===== src/rtl/fwd_track_if.sv =====
`default_nettype none
// ============================================================================
// Module      : fwd_track_pkg / fwd_track_if
// Description : Shared types and the decode/forwarding bundle of fwd_track.
// Revision    : 1.0 - initial release
// ============================================================================
package fwd_track_pkg;
    typedef logic [4:0]  creg_addr_t;
    typedef logic [63:0] word_t;

    typedef struct packed {
        creg_addr_t dst;
        word_t      data;
        logic       ismem;
    } tran_t;
endpackage

interface fwd_track_if;
    import fwd_track_pkg::*;

    logic       dec_valid;
    creg_addr_t dec_dst;
    logic       dec_ismem;
    logic       bubble;
    logic       stall;
    logic       flush;
    word_t      exe_result;
    word_t      mem_rdata;
    tran_t      trand;
    tran_t      trane;
    tran_t      tranm;
    logic       issue;
    logic       wb_en;
    creg_addr_t wb_dst;
    word_t      wb_data;
    logic [63:0] instret;

    // Drives decode/control/data, observes forwarding and writeback.
    modport master (
        output dec_valid, dec_dst, dec_ismem, bubble, stall, flush,
               exe_result, mem_rdata,
        input  trand, trane, tranm, issue, wb_en, wb_dst, wb_data, instret
    );

    modport slave (
        input  dec_valid, dec_dst, dec_ismem, bubble, stall, flush,
               exe_result, mem_rdata,
        output trand, trane, tranm, issue, wb_en, wb_dst, wb_data, instret
    );
endinterface
`default_nettype wire


===== src/rtl/fwd_track.sv =====
`default_nettype none
// ============================================================================
// Module      : fwd_track
// Description : X/E/M/W in-flight write tracker producing forwarding records,
//               the regfile write port and a retired-instruction counter.
// Revision    : 1.0 - initial release
// ============================================================================
module fwd_track
    import fwd_track_pkg::*;
(
    input  wire logic    clk,
    input  wire logic    reset,
    fwd_track_if.slave   bus
);

    logic        r_x_valid, r_x_ismem;
    creg_addr_t  r_x_dst;
    logic        r_e_valid, r_e_ismem;
    creg_addr_t  r_e_dst;
    logic        r_m_valid, r_m_ismem;
    creg_addr_t  r_m_dst;
    word_t       r_m_data;
    logic        r_w_valid;
    creg_addr_t  r_w_dst;
    word_t       r_w_data;
    logic [63:0] r_instret;

    logic        w_issue;
    word_t       w_m_data;
    logic        w_x_live, w_e_live, w_m_live;

    assign w_issue  = bus.dec_valid & ~bus.bubble & ~bus.stall & ~bus.flush;
    // A load's value only exists on the memory read bus while it sits in M.
    assign w_m_data = r_m_ismem ? bus.mem_rdata : r_m_data;
    assign w_x_live = r_x_valid & (r_x_dst != 5'd0);
    assign w_e_live = r_e_valid & (r_e_dst != 5'd0);
    assign w_m_live = r_m_valid & (r_m_dst != 5'd0);

    always_ff @(posedge clk) begin
        if (reset) begin
            r_x_valid <= 1'b0;
            r_x_dst   <= '0;
            r_x_ismem <= 1'b0;
            r_e_valid <= 1'b0;
            r_e_dst   <= '0;
            r_e_ismem <= 1'b0;
            r_m_valid <= 1'b0;
            r_m_dst   <= '0;
            r_m_ismem <= 1'b0;
            r_m_data  <= '0;
            r_w_valid <= 1'b0;
            r_w_dst   <= '0;
            r_w_data  <= '0;
            r_instret <= '0;
        end else begin
            if (!bus.stall) begin
                r_w_valid <= r_m_valid;
                r_w_dst   <= r_m_dst;
                r_w_data  <= r_m_valid ? w_m_data : '0;
                r_m_valid <= r_e_valid;
                r_m_dst   <= r_e_dst;
                r_m_ismem <= r_e_ismem;
                r_m_data  <= r_e_valid ? bus.exe_result : '0;
                if (r_m_valid) begin
                    r_instret <= r_instret + 64'd1;
                end
            end
            // The redirecting branch itself is in E and still moves on to M.
            if (bus.flush) begin
                r_x_valid <= 1'b0;
                r_x_dst   <= '0;
                r_x_ismem <= 1'b0;
                r_e_valid <= 1'b0;
                r_e_dst   <= '0;
                r_e_ismem <= 1'b0;
            end else if (!bus.stall) begin
                r_e_valid <= r_x_valid;
                r_e_dst   <= r_x_dst;
                r_e_ismem <= r_x_ismem;
                r_x_valid <= w_issue;
                r_x_dst   <= w_issue ? bus.dec_dst : 5'd0;
                r_x_ismem <= w_issue ? bus.dec_ismem : 1'b0;
            end
        end
    end

    always_comb begin
        bus.trand = '0;
        bus.trane = '0;
        bus.tranm = '0;
        if (w_x_live) begin
            bus.trand.dst   = r_x_dst;
            bus.trand.ismem = r_x_ismem;
        end
        if (w_e_live) begin
            bus.trane.dst   = r_e_dst;
            bus.trane.data  = bus.exe_result;
            bus.trane.ismem = r_e_ismem;
        end
        if (w_m_live) begin
            bus.tranm.dst   = r_m_dst;
            bus.tranm.data  = w_m_data;
            bus.tranm.ismem = r_m_ismem;
        end
    end

    assign bus.issue   = w_issue;
    assign bus.wb_en   = r_w_valid & (r_w_dst != 5'd0);
    assign bus.wb_dst  = r_w_dst;
    assign bus.wb_data = r_w_data;
    assign bus.instret = r_instret;

endmodule
`default_nettype wire

===== src/flat_wrapper.sv =====
// flat-port wrapper written by rule: the top's interface ports become plain ports
module fwd_track_flat import fwd_track_pkg::*;
  (clk, reset, bus_dec_valid, bus_dec_dst, bus_dec_ismem, bus_bubble, bus_stall, bus_flush, bus_exe_result, bus_mem_rdata, bus_trand, bus_trane, bus_tranm, bus_issue, bus_wb_en, bus_wb_dst, bus_wb_data, bus_instret);
  fwd_track_if bus_i ();
  input  wire logic clk;
  input  wire logic reset;
  input wire logic [$bits(bus_i.dec_valid)-1:0] bus_dec_valid;
  input wire logic [$bits(bus_i.dec_dst)-1:0] bus_dec_dst;
  input wire logic [$bits(bus_i.dec_ismem)-1:0] bus_dec_ismem;
  input wire logic [$bits(bus_i.bubble)-1:0] bus_bubble;
  input wire logic [$bits(bus_i.stall)-1:0] bus_stall;
  input wire logic [$bits(bus_i.flush)-1:0] bus_flush;
  input wire logic [$bits(bus_i.exe_result)-1:0] bus_exe_result;
  input wire logic [$bits(bus_i.mem_rdata)-1:0] bus_mem_rdata;
  output wire logic [$bits(bus_i.trand)-1:0] bus_trand;
  output wire logic [$bits(bus_i.trane)-1:0] bus_trane;
  output wire logic [$bits(bus_i.tranm)-1:0] bus_tranm;
  output wire logic [$bits(bus_i.issue)-1:0] bus_issue;
  output wire logic [$bits(bus_i.wb_en)-1:0] bus_wb_en;
  output wire logic [$bits(bus_i.wb_dst)-1:0] bus_wb_dst;
  output wire logic [$bits(bus_i.wb_data)-1:0] bus_wb_data;
  output wire logic [$bits(bus_i.instret)-1:0] bus_instret;
  assign bus_i.dec_valid = bus_dec_valid;
  assign bus_i.dec_dst = bus_dec_dst;
  assign bus_i.dec_ismem = bus_dec_ismem;
  assign bus_i.bubble = bus_bubble;
  assign bus_i.stall = bus_stall;
  assign bus_i.flush = bus_flush;
  assign bus_i.exe_result = bus_exe_result;
  assign bus_i.mem_rdata = bus_mem_rdata;
  assign bus_trand = bus_i.trand;
  assign bus_trane = bus_i.trane;
  assign bus_tranm = bus_i.tranm;
  assign bus_issue = bus_i.issue;
  assign bus_wb_en = bus_i.wb_en;
  assign bus_wb_dst = bus_i.wb_dst;
  assign bus_wb_data = bus_i.wb_data;
  assign bus_instret = bus_i.instret;
  fwd_track u_core (.clk(clk), .reset(reset), .bus(bus_i));
endmodule

===== config.mk =====
export PLATFORM = sky130hd
export DESIGN_NAME = fwd_track_flat
export DESIGN_NICKNAME = d
export VERILOG_FILES = /design/src/rtl/fwd_track_if.sv /design/src/rtl/fwd_track.sv /design/src/flat_wrapper.sv
export SDC_FILE = /design/constraint.sdc
export NUM_CORES = 1
export LEC_CHECK = 0
export ABC_AREA = 1
export ABC_CLOCK_PERIOD_IN_PS = 1400
export BUFFER_PORTS_ARGS = -buffer_cell sky130_fd_sc_hd__clkbuf_2
export CAP_MARGIN = 20
export CORE_AREA = 2 2 188 190
export CTS_CLUSTER_DIAMETER = 30
export CTS_CLUSTER_SIZE = 25
export DETAILED_ROUTE_END_ITERATION = 12
export DIE_AREA = 0 0 190 192
export GPL_ROUTABILITY_DRIVEN = 0
export GPL_TIMING_DRIVEN = 0
export PLACE_DENSITY = 0.65
export SLEW_MARGIN = 20
export SYNTH_ARGS = -nofsm -noshare
export SYNTH_HDL_FRONTEND = slang
export SYNTH_SLANG_ARGS = --single-unit

===== constraint.sdc =====
create_clock -name clk -period 1.4 [get_ports clk]
set_clock_uncertainty 0.1 [all_clocks]
set_input_delay 0.07 -clock clk [delete_from_list [all_inputs] [get_ports clk]]
set_output_delay 0.07 -clock clk [all_outputs]
set_load 0.02 [all_outputs]

Word-level counts from Yosys, hierarchy flattened
Index checks and enable logic that the tools add are counted.
{ "totals": {"inputBits": 140, "ff_bits": 219, "out_inout_bits": 345} }
{ "op_classes": {"add_sub_neg": 1, "reduce_logical": 6, "bitwise": 10, "mux": 9} }
{ "op_table": {"columns": ["cell", "count"], "rows": [
  ["$mux 64", 3],
  ["$mux 70", 2],
  ["$add 64x1->64 const B", 1],
  ["$reduce_bool 5->1", 4],
  ["$mux 5", 2],
  ["$and 1x1->1", 7],
  ["$not 1->1", 3],
  ["$mux 1", 2],
  ["$reduce_and 2->1", 1],
  ["$reduce_or 2->1", 1]
]} }

Longest topological paths before layout
Gate-level depths: netlist of the first run.
{ "depth": {"word_depth": 5, "mapped_depth": 12, "depth_no_buf": 11} }

Least setup slack after synthesis of the first run
Ideal clock, no wire load.
{ "synth_timing": {"path_type": "register -> register", "start": "reg u_core.r_instret[0], in the netlist u_core.bus.instret[0]", "end": "reg u_core.r_instret[54], in the netlist u_core.bus.instret[54]", "required_time_ns": 1.187, "t_arrival_ns": 1.542, "path_slack_ns": -0.355, "n_path_buf": 0, "path_stages_with_launch": 11, "setup_ns": 0.113, "path_cell_list": "dfxtp_1 -> ha_1 -> nand3_1 -> nor2_4 -> nand2_1 -> nor2_4 -> nand2_1 -> nor2_1 -> nand2_1 -> nand2_1 -> nor2_1"} }
{ "synth_between": {"elab_chain_cells": 1} }
{ "synth_rtl": {"columns": ["item", "line_no", "source"], "rows": [
  ["start: declaration", "fwd_track.sv:26", "logic [63:0] r_instret;"],
  ["start signal: assignment", "fwd_track.sv:65", "r_instret <= r_instret + 64'd1;"],
  ["$add 64x1->64", "fwd_track.sv:65", null]
]} }
Every way passes these cells.
A chain may end at the register's enable or synchronous reset.

Worst setup path after layout of the first run
{ "layout_timing": {"start": "reg u_core.r_e_dst[4]", "end": "out bus_trane[63]"} }
{ "layout_between": {"elab_chain_cells": 3} }
{ "layout_rtl": {"columns": ["item", "line_no", "source"], "rows": [
  ["start: declaration", "fwd_track.sv:19", "creg_addr_t r_e_dst;"],
  ["start signal: assignment", "fwd_track.sv:78", "r_e_dst <= r_x_dst;"],
  ["$reduce_bool 5->1", "fwd_track.sv:36", "assign w_e_live = r_e_valid & (r_e_dst != 5'd0);"],
  ["$and 1x1->1", "fwd_track.sv:36", null],
  ["$mux 70", "fwd_track.sv:95", "if (w_e_live) begin"],
  ["end: declaration", "flat_wrapper.sv:16", "output wire logic [$bits(bus_i.trane)-1:0] bus_trane;"]
]} }
Every way passes these cells.

==> results of run 1 <==
-- repair_timing --
item	CTS	global route
setup endpoints to repair	332	360
hold buffers	136	6
gates resized for setup	536	656
buffers inserted	83	30
cloned	15	6
endpoints found under the hold margin	140	14
pin swaps	83	77
-- how the worst max path moves through the flow --
stage | startpoint | slack, ns | to | cells after the start
floorplan | u_core.bus.instret[1] | -0.14 | u_core.bus.instret[34] | 10
global placement | reset | -0.82 | u_core.bus.instret[37] | 4
detailed placement | reset | -0.86 | u_core.bus.instret[37] | 4
CTS | u_core.r_e_dst[4] | -0.96 | bus_trane[59] | 8
global route | u_core.r_m_dst[4] | -0.99 | bus_tranm[39] | 7
finish | u_core.r_e_dst[4] | -0.93 | bus_trane[63] | 8
-- routing by layer --
layer  vias to the layer above  share of wire  track usage
met5                         -        0.00058            0
met4                         6           0.10        0.211
met3                       547           0.10       0.0711
met2                      1309           0.47        0.534
met1                      7528           0.32        0.318
li1                       6735              -            -
-- metrics by stage --
| step | worst slack [ns] | utilization |
|---|---|---|
| global route | -0.994 | 0.682 |
| CTS | -0.960 | 0.626 |
| global placement | -0.817 | 0.427 |
| floorplan | -0.140 | - |
| finish | -0.929 | 0.682 |
| detailed placement | -0.859 | 0.427 |
-- power by group through the flow --
stage / combinational [mW] / sequential (mW) / clock, mW
final: 1.93 / 6.23 / 15.3
after global routing: 1.99 / 6.23 / 15.6
after CTS: 1.66 / 6.24 / 15.0
after detailed placement: 1.15 / 6.37 / 0
after global placement: 1.15 / 6.36 / 0
after floorplan: 0.718 / 6.37 / 0
-- sequential cells by signal, indices dropped and copies added (netlist names), 5 cells and up --
name,cells
u_core.r_e_dst,5
u_core.r_x_dst,5
u_core.r_m_dst,5
u_core.bus.instret,64
u_core.bus.wb_data,64
u_core.bus.wb_dst,5
u_core.r_m_data,64
-- kinds of logic (layout without fill, tap and decap cells) --
kind of cell             count (synthesis)  in the layout  synth area share
buffers and inverters                  298           1080             0.124
XOR/XNOR                                 6              6           0.00470
multiplexers                            64             64            0.0574
adder cells (fa/ha/maj)                  1              1           0.00112
flip-flops                             219            219             0.393
other                                    1             70          0.000336
AO/OA/AOI/OAI                          225            225             0.126
AND/OR/NAND/NOR                        828            828             0.294
-- worst register-to-register path: stages, from the launching register on --
cell,delay (ns)
dfxtp_4,0.37
buf_6,0.10
buf_8,0.12
buf_6,0.09
nand4_1,0.14
nor2_1,0.22
nand2_2,0.15
nor2_4,0.19
buf_6,0.14
nand2_1,0.04
nor3b_1,0.12
-- cell usage in the layout, fill, tap and decap left out, types with 63 or more instances in the layout --
cell	instances
nand2_1	286
clkbuf_2	268
nor2_1	210
nor2_4	150
dfxtp_1	147
dlygate4sd3_1	139
buf_6	132
inv_1	131
buf_4	106
a21oi_1	105
clkbuf_16	71
conb_1	64
buf_8	63
-- area by class of cell --
type	count	area, um2	share of cell area
antenna	6	15.0	0.000642
buffer	135	1120	0.0479
clock buffer	72	1660	0.0710
clock inverter	40	591	0.0253
inverter	158	622	0.0266
multi-input combinational	1188	8170	0.349
sequential	219	4560	0.195
tap	455	569	0.0243
timing repair buffer	674	6080	0.260
timing repair inverter	1	5.00	0.000214
==> flow_metrics.tcl, run 1 <==
set metrics [dict create \
    clkTransAtPathRegs_ns 0.05 \
    p_leak_nw 9.97 \
    crit_buf_inv 5 \
    synth.top_cells.by_area "dfxtp_1 (39%), nor2_1 (13%), nand2_1 (12%)" \
    clock_latency_ns 0.60 \
    htreeDepth 2 \
    grt_pass1_vias 15200 \
    synth_edf_count 0 \
    combPwrFrac 0.082 \
    hold_viol 10 \
    io_buffers 418 \
    maxSlewViolCount 0 \
    die_w_um 190 \
    dieArea_mm2 0.0365 \
    syn_inst 1642 \
    antenna_left 0 \
    ir_worst_vdd_uv 1030 \
    grtUsageTotal 0.302 \
    max_slew_margin 0.385 \
    hold_start "bus_bubble" \
    reg2reg_depth 10 \
    grt_setup_unrepaired "yes" \
    antenna_found_initial 10 \
    ys_warn_count 0 \
    intPower_mw 17.7 \
    crit_arrival_ns 2.16 \
    wl_per_cell_um 23.5 \
    initialDrtViolationCount 1390 \
    post_dp_cell_area_mm2 0.0147 \
    maxCapViolCount 0 \
    drc_errors 0 \
    cts_made_buffers 60 \
    reg2reg_slack_ns -0.54 \
    timing.rr.start "u_core.r_m_valid" \
    worst-slew-pin-transition_ns 0.922 \
    start_util 0.326 \
    num_vias 16100 \
    total_power_mw 23.4 \
    worstPathMaxFanout 7 \
    whs_path_depth 6 \
    hold_path.class "in2reg" \
    via_per_inst 5.47 \
    synthArstFlopShare 0 \
    drive_gt1_frac 0.507 \
    place_inst 2578 \
    die_h_um 192 \
    start_kind "flip-flop" \
    setup_viol 286 \
    fp-row-count 68 \
    r2r_end "u_core.bus.instret[19]" \
    slowest_delay_ns 0.34 \
    drt-total-wl_um 69400 \
    grt_pass1_wl_um 85200 \
    worstSetupPathType "reg2out" \
    fillers 2290 \
    synth-seq-area-share 0.393 \
    fin_crit_sh 1.66 \
    violations "negative hold slack, negative setup slack" \
    crit_path_end_kind "output pin" \
    io_pins 485 \
    overflow 0 \
    switching_power_mw 5.77 \
    post-dp-hpwl_um 36500 \
    tns_ns -157.49 \
    critPathTopFamily "buffers and inverters" \
    synth_seq_cells 219 \
    cpMaxStageDelayCell "dfxtp_4" \
    clockBufferDepth 3 \
    synth_area_leader_cell "dfxtp_1" \
    max_clock_freq_mhz 429 \
    area_growth_pct 109 \
    cp_common_cell "buf_12" \
    synth_flop_cell "dfxtp_1" \
    cts_tree "yes" \
    netlist_area_mm2 0.0112 \
    switching_share 0.246 \
    p_seq_frac 0.266 \
    nets 2578 \
    status "complete, but fails checks" \
    period_needed_ns 2.33 \
    cts_sinks 219 \
    grt_start_max_net_pins 18 \
    whs_ns -0.178 \
    synthDominantCellAreaShare 0.393 \
    worstHoldEndpoint "u_core.r_x_dst[4]" \
    yosysMostFrequentCell "nor2_1" \
    clockPowerShare 0.652 \
    synth_cell_type_count 36 \
    coreArea_mm2 0.0343 \
    fin_area_mm2 0.0234 \
    syn_avg_cell_area_um2 6.80 \
    synthTopCellsByCount "nor2_1 (393), nand2_1 (357), dfxtp_1 (219)" \
    layout_setup_ws_ns -0.929 \
    critical_path_required_ns 1.23 \
    final_cells 2948 \
    cp_cell_sequence "or2_4 -> o41ai_4 -> buf_6 -> buf_12 -> buf_12 -> buf_12 -> nor2_4 -> buf_8" \
    cts_root_buf "clkbuf_16" \
    first_pass_iters 5 \
    powerDensity_mw_per_mm2 1000 \
]
Power figures use the tool's default switching activity.
==> inputs of run 2 (changes only) <==
--- a/config.mk
+++ b/config.mk
@@ -5,18 +5,17 @@
 export SDC_FILE = /design/constraint.sdc
 export NUM_CORES = 1
 export LEC_CHECK = 0
-export ABC_AREA = 1
 export ABC_CLOCK_PERIOD_IN_PS = 1400
 export BUFFER_PORTS_ARGS = -buffer_cell sky130_fd_sc_hd__clkbuf_2
 export CAP_MARGIN = 20
-export CORE_AREA = 2 2 188 190
+export CORE_AREA = 2 2 189 191
 export CTS_CLUSTER_DIAMETER = 30
 export CTS_CLUSTER_SIZE = 25
 export DETAILED_ROUTE_END_ITERATION = 12
-export DIE_AREA = 0 0 190 192
+export DIE_AREA = 0 0 191 193
 export GPL_ROUTABILITY_DRIVEN = 0
 export GPL_TIMING_DRIVEN = 0
-export PLACE_DENSITY = 0.65
+export PLACE_DENSITY = 0.62
 export SLEW_MARGIN = 20
 export SYNTH_ARGS = -nofsm -noshare
 export SYNTH_HDL_FRONTEND = slang
==> flow_metrics.tcl, run 2 <==
set metrics [dict create \
    cp_cell_sequence "ha_4 -> nand3_4 -> or4_4 -> or4_4 -> buf_6 -> or4_4 -> a21oi_2" \
    hold_path.class "in2reg" \
    violations "negative hold slack, negative setup slack" \
    whs_ns -0.0874 \
    max_clock_freq_mhz 383 \
    crit_path_end_kind "flip-flop" \
    busiest_layer "met2" \
    maxCapViolCount 0 \
    postLayoutCoreUtil 0.597 \
    coreArea_mm2 0.0350 \
    final_cells 2496 \
    htreeDepth 2 \
    syn_inst 1253 \
    overflow 0 \
    synth_seq_cells 219 \
    grt.met1_usage 0.275 \
    fin_area_mm2 0.0209 \
    ys_warn_count 0 \
    crit_buf_inv 1 \
    period_needed_ns 2.61 \
    final_common_cell "clkbuf_2" \
    synth-seq-area-share 0.422 \
    synth.top_cells.by_area "dfxtp_1 (42%), mux2i_1 (8.0%), nor2_1 (7.0%)" \
    syn_avg_cell_area_um2 8.29 \
    synth_cell_type_count 37 \
    synthArstFlopShare 0 \
    wl_per_cell_um 19.8 \
    initialDrtViolationCount 449 \
    start_kind "flip-flop" \
    worstSetupPathType "reg2reg" \
    hold_viol 27 \
    clockBufferDepth 3 \
    critPathTopFamily "simple AND/OR/NAND/NOR gates" \
    synth_area_leader_cell "dfxtp_1" \
    ir_worst_vdd_uv 969 \
    ctsHoldBuffers 107 \
    die_h_um 193 \
    p_leak_nw 8.73 \
    grtUsageTotal 0.242 \
    cts_tree "yes" \
    crit_arrival_ns 2.99 \
    met2_usage 0.432 \
    drt-total-wl_um 49400 \
    seqCellArea_mm2 0.00449 \
    layout_setup_ws_ns -1.21 \
    grt_pass1_wl_um 68400 \
    grt_start_max_net_pins 15 \
    first_pass_iters 5 \
    synth_edf_count 0 \
    cts_sinks 219 \
    area_growth_pct 101 \
    powerDensity_mw_per_mm2 999 \
    use_met3 0.0581 \
    grt_setup_unrepaired "yes" \
    via_per_inst 4.87 \
    cts_made_buffers 57 \
    worstPathMaxFanout 7 \
    critical_path_required_ns 1.78 \
    total_power_mw 20.9 \
    die_w_um 191 \
    cpMaxStageDelayCell "or4_4" \
    multiInputGateArea_mm2 0.00675 \
    maxSlewViolCount 0 \
    drive_gt1_frac 0.513 \
    antenna_left 0 \
    clkTransAtPathRegs_ns 0.04 \
    max_slew_margin 0.392 \
    fin_crit_sh 1.87 \
    post_dp_cell_area_mm2 0.0145 \
    fillers 2737 \
    io_pins 485 \
    status "complete, but fails checks" \
    slowest_delay_ns 0.62 \
    start_util 0.297 \
    clock_latency_ns 0.54 \
    place_inst 2195 \
    netlist_area_mm2 0.0104 \
    antenna_found_initial 1 \
    num_vias 12100 \
    cp_common_cell "or4_4" \
    layout_common_cells "clkbuf_2 (289), dfxtp_1 (179), nor2_1 (128)" \
    synth_flop_cell "dfxtp_1" \
    setup_viol 279 \
    nets 2127 \
    synthTopCellsByCount "dfxtp_1 (219), nor2_1 (195), nand2_1 (93)" \
    io_buffers 418 \
    dieArea_mm2 0.0369 \
    post-dp-hpwl_um 31000 \
    synthDominantCellAreaShare 0.422 \
    grt_pass1_vias 11600 \
    worst-slew-pin-transition_ns 0.905 \
    yosysMostFrequentCell "dfxtp_1" \
    fp-row-count 69 \
    cts_root_buf "clkbuf_16" \
    drc_errors 0 \
]
run 2: cell count changes in the layout (fill, tap and decap cells not counted), moves of 35 or more:
cell and change:
a21oi_1 -81, a22oi_1 +70, a2bb2oi_2 -62, and2_4 +73, buf_6 -96, buf_8 +53, inv_1 -119, mux2i_1 +35
nand2_1 -194, nand2_2 -45, nor2_1 -82, nor2_2 -40, nor2_4 -84, nor2b_1 +45
run 2: cell type report:
| cell class | count | share of cell area |
|---|---|---|
| Multi-Input combinational cell | 932 | 0.324 |
| Timing Repair Buffer | 618 | 0.269 |
| Sequential cell | 219 | 0.215 |
| Clock buffer | 81 | 0.0815 |
| Buffer | 146 | 0.0651 |
| Tap cell | 461 | 0.0276 |
| Clock inverter | 26 | 0.0156 |
| Inverter | 12 | 0.00216 |
| Antenna cell | 1 | 0.000120 |
run 2: repair_timing:
item                                    4_1_cts  5_1_grt
hold endpoints to repair                    134       20
cloned                                       17        8
setup buffers                                33       37
pin swaps                                    19       33
endpoints found under the setup margin      361      343
gates resized for setup                     393      345
run 2: routing by layer:
layer,routed length [um],up-vias,share of wire
li1,-,5671,-
met1,18300,5829,0.37
met2,25300,534,0.51
met3,3720,114,0.075
met4,2050,0,0.042
met5,0,-,0
run 2: worst paths after layout:
kind / start / cells after the start / to / slack (ns)
max: u_core.bus.instret[0] / 7 / u_core.bus.instret[56] / -1.21
min: bus_mem_rdata[54] / 4 / u_core.bus.wb_data[54] / -0.09
max reg2reg: u_core.bus.instret[0] / 7 / u_core.bus.instret[56] / -1.21
min reg2reg: u_core.bus.instret[33] / 2 / u_core.bus.instret[33] / 0.38
run 2: cell families after synthesis:
logic type,count (synthesis),synth area share
AO/OA/AOI/OAI,207,0.123
buffers and inverters,165,0.0844
multiplexers,83,0.0800
flip-flops,219,0.422
XOR/XNOR,30,0.0253
adder cells (fa/ha/maj),1,0.00120
AND/OR/NAND/NOR,547,0.264
other,1,0.000361
run 2: where the power goes:
part	total, mW	internal [mW]	switching (mW)
combinational	1.14	0.512	0.630
clock	13.5	9.62	3.88
sequential	6.22	6.22	0.00336
total	20.9	16.3	4.51
run 2: through the flow:
| step | setup TNS (ns) | worst slack [ns] | hold slack, ns |
|---|---|---|---|
| after floorplan | -77.08 | -1.14 | 0.0926 |
| after global placement | -251.27 | -1.51 | 0.209 |
| after detailed placement | -256.09 | -1.52 | 0.220 |
| after CTS | -215.63 | -1.23 | -0.104 |
| after global routing | -230.59 | -1.27 | -0.0797 |
| final | -209.01 | -1.21 | -0.0874 |
run 2: tightest hold or removal path, cell delays in order:
cell and delay (ns):
clkbuf_2 0.07, mux2i_1 0.12, o21ai_2 0.15, nor2b_1 0.11
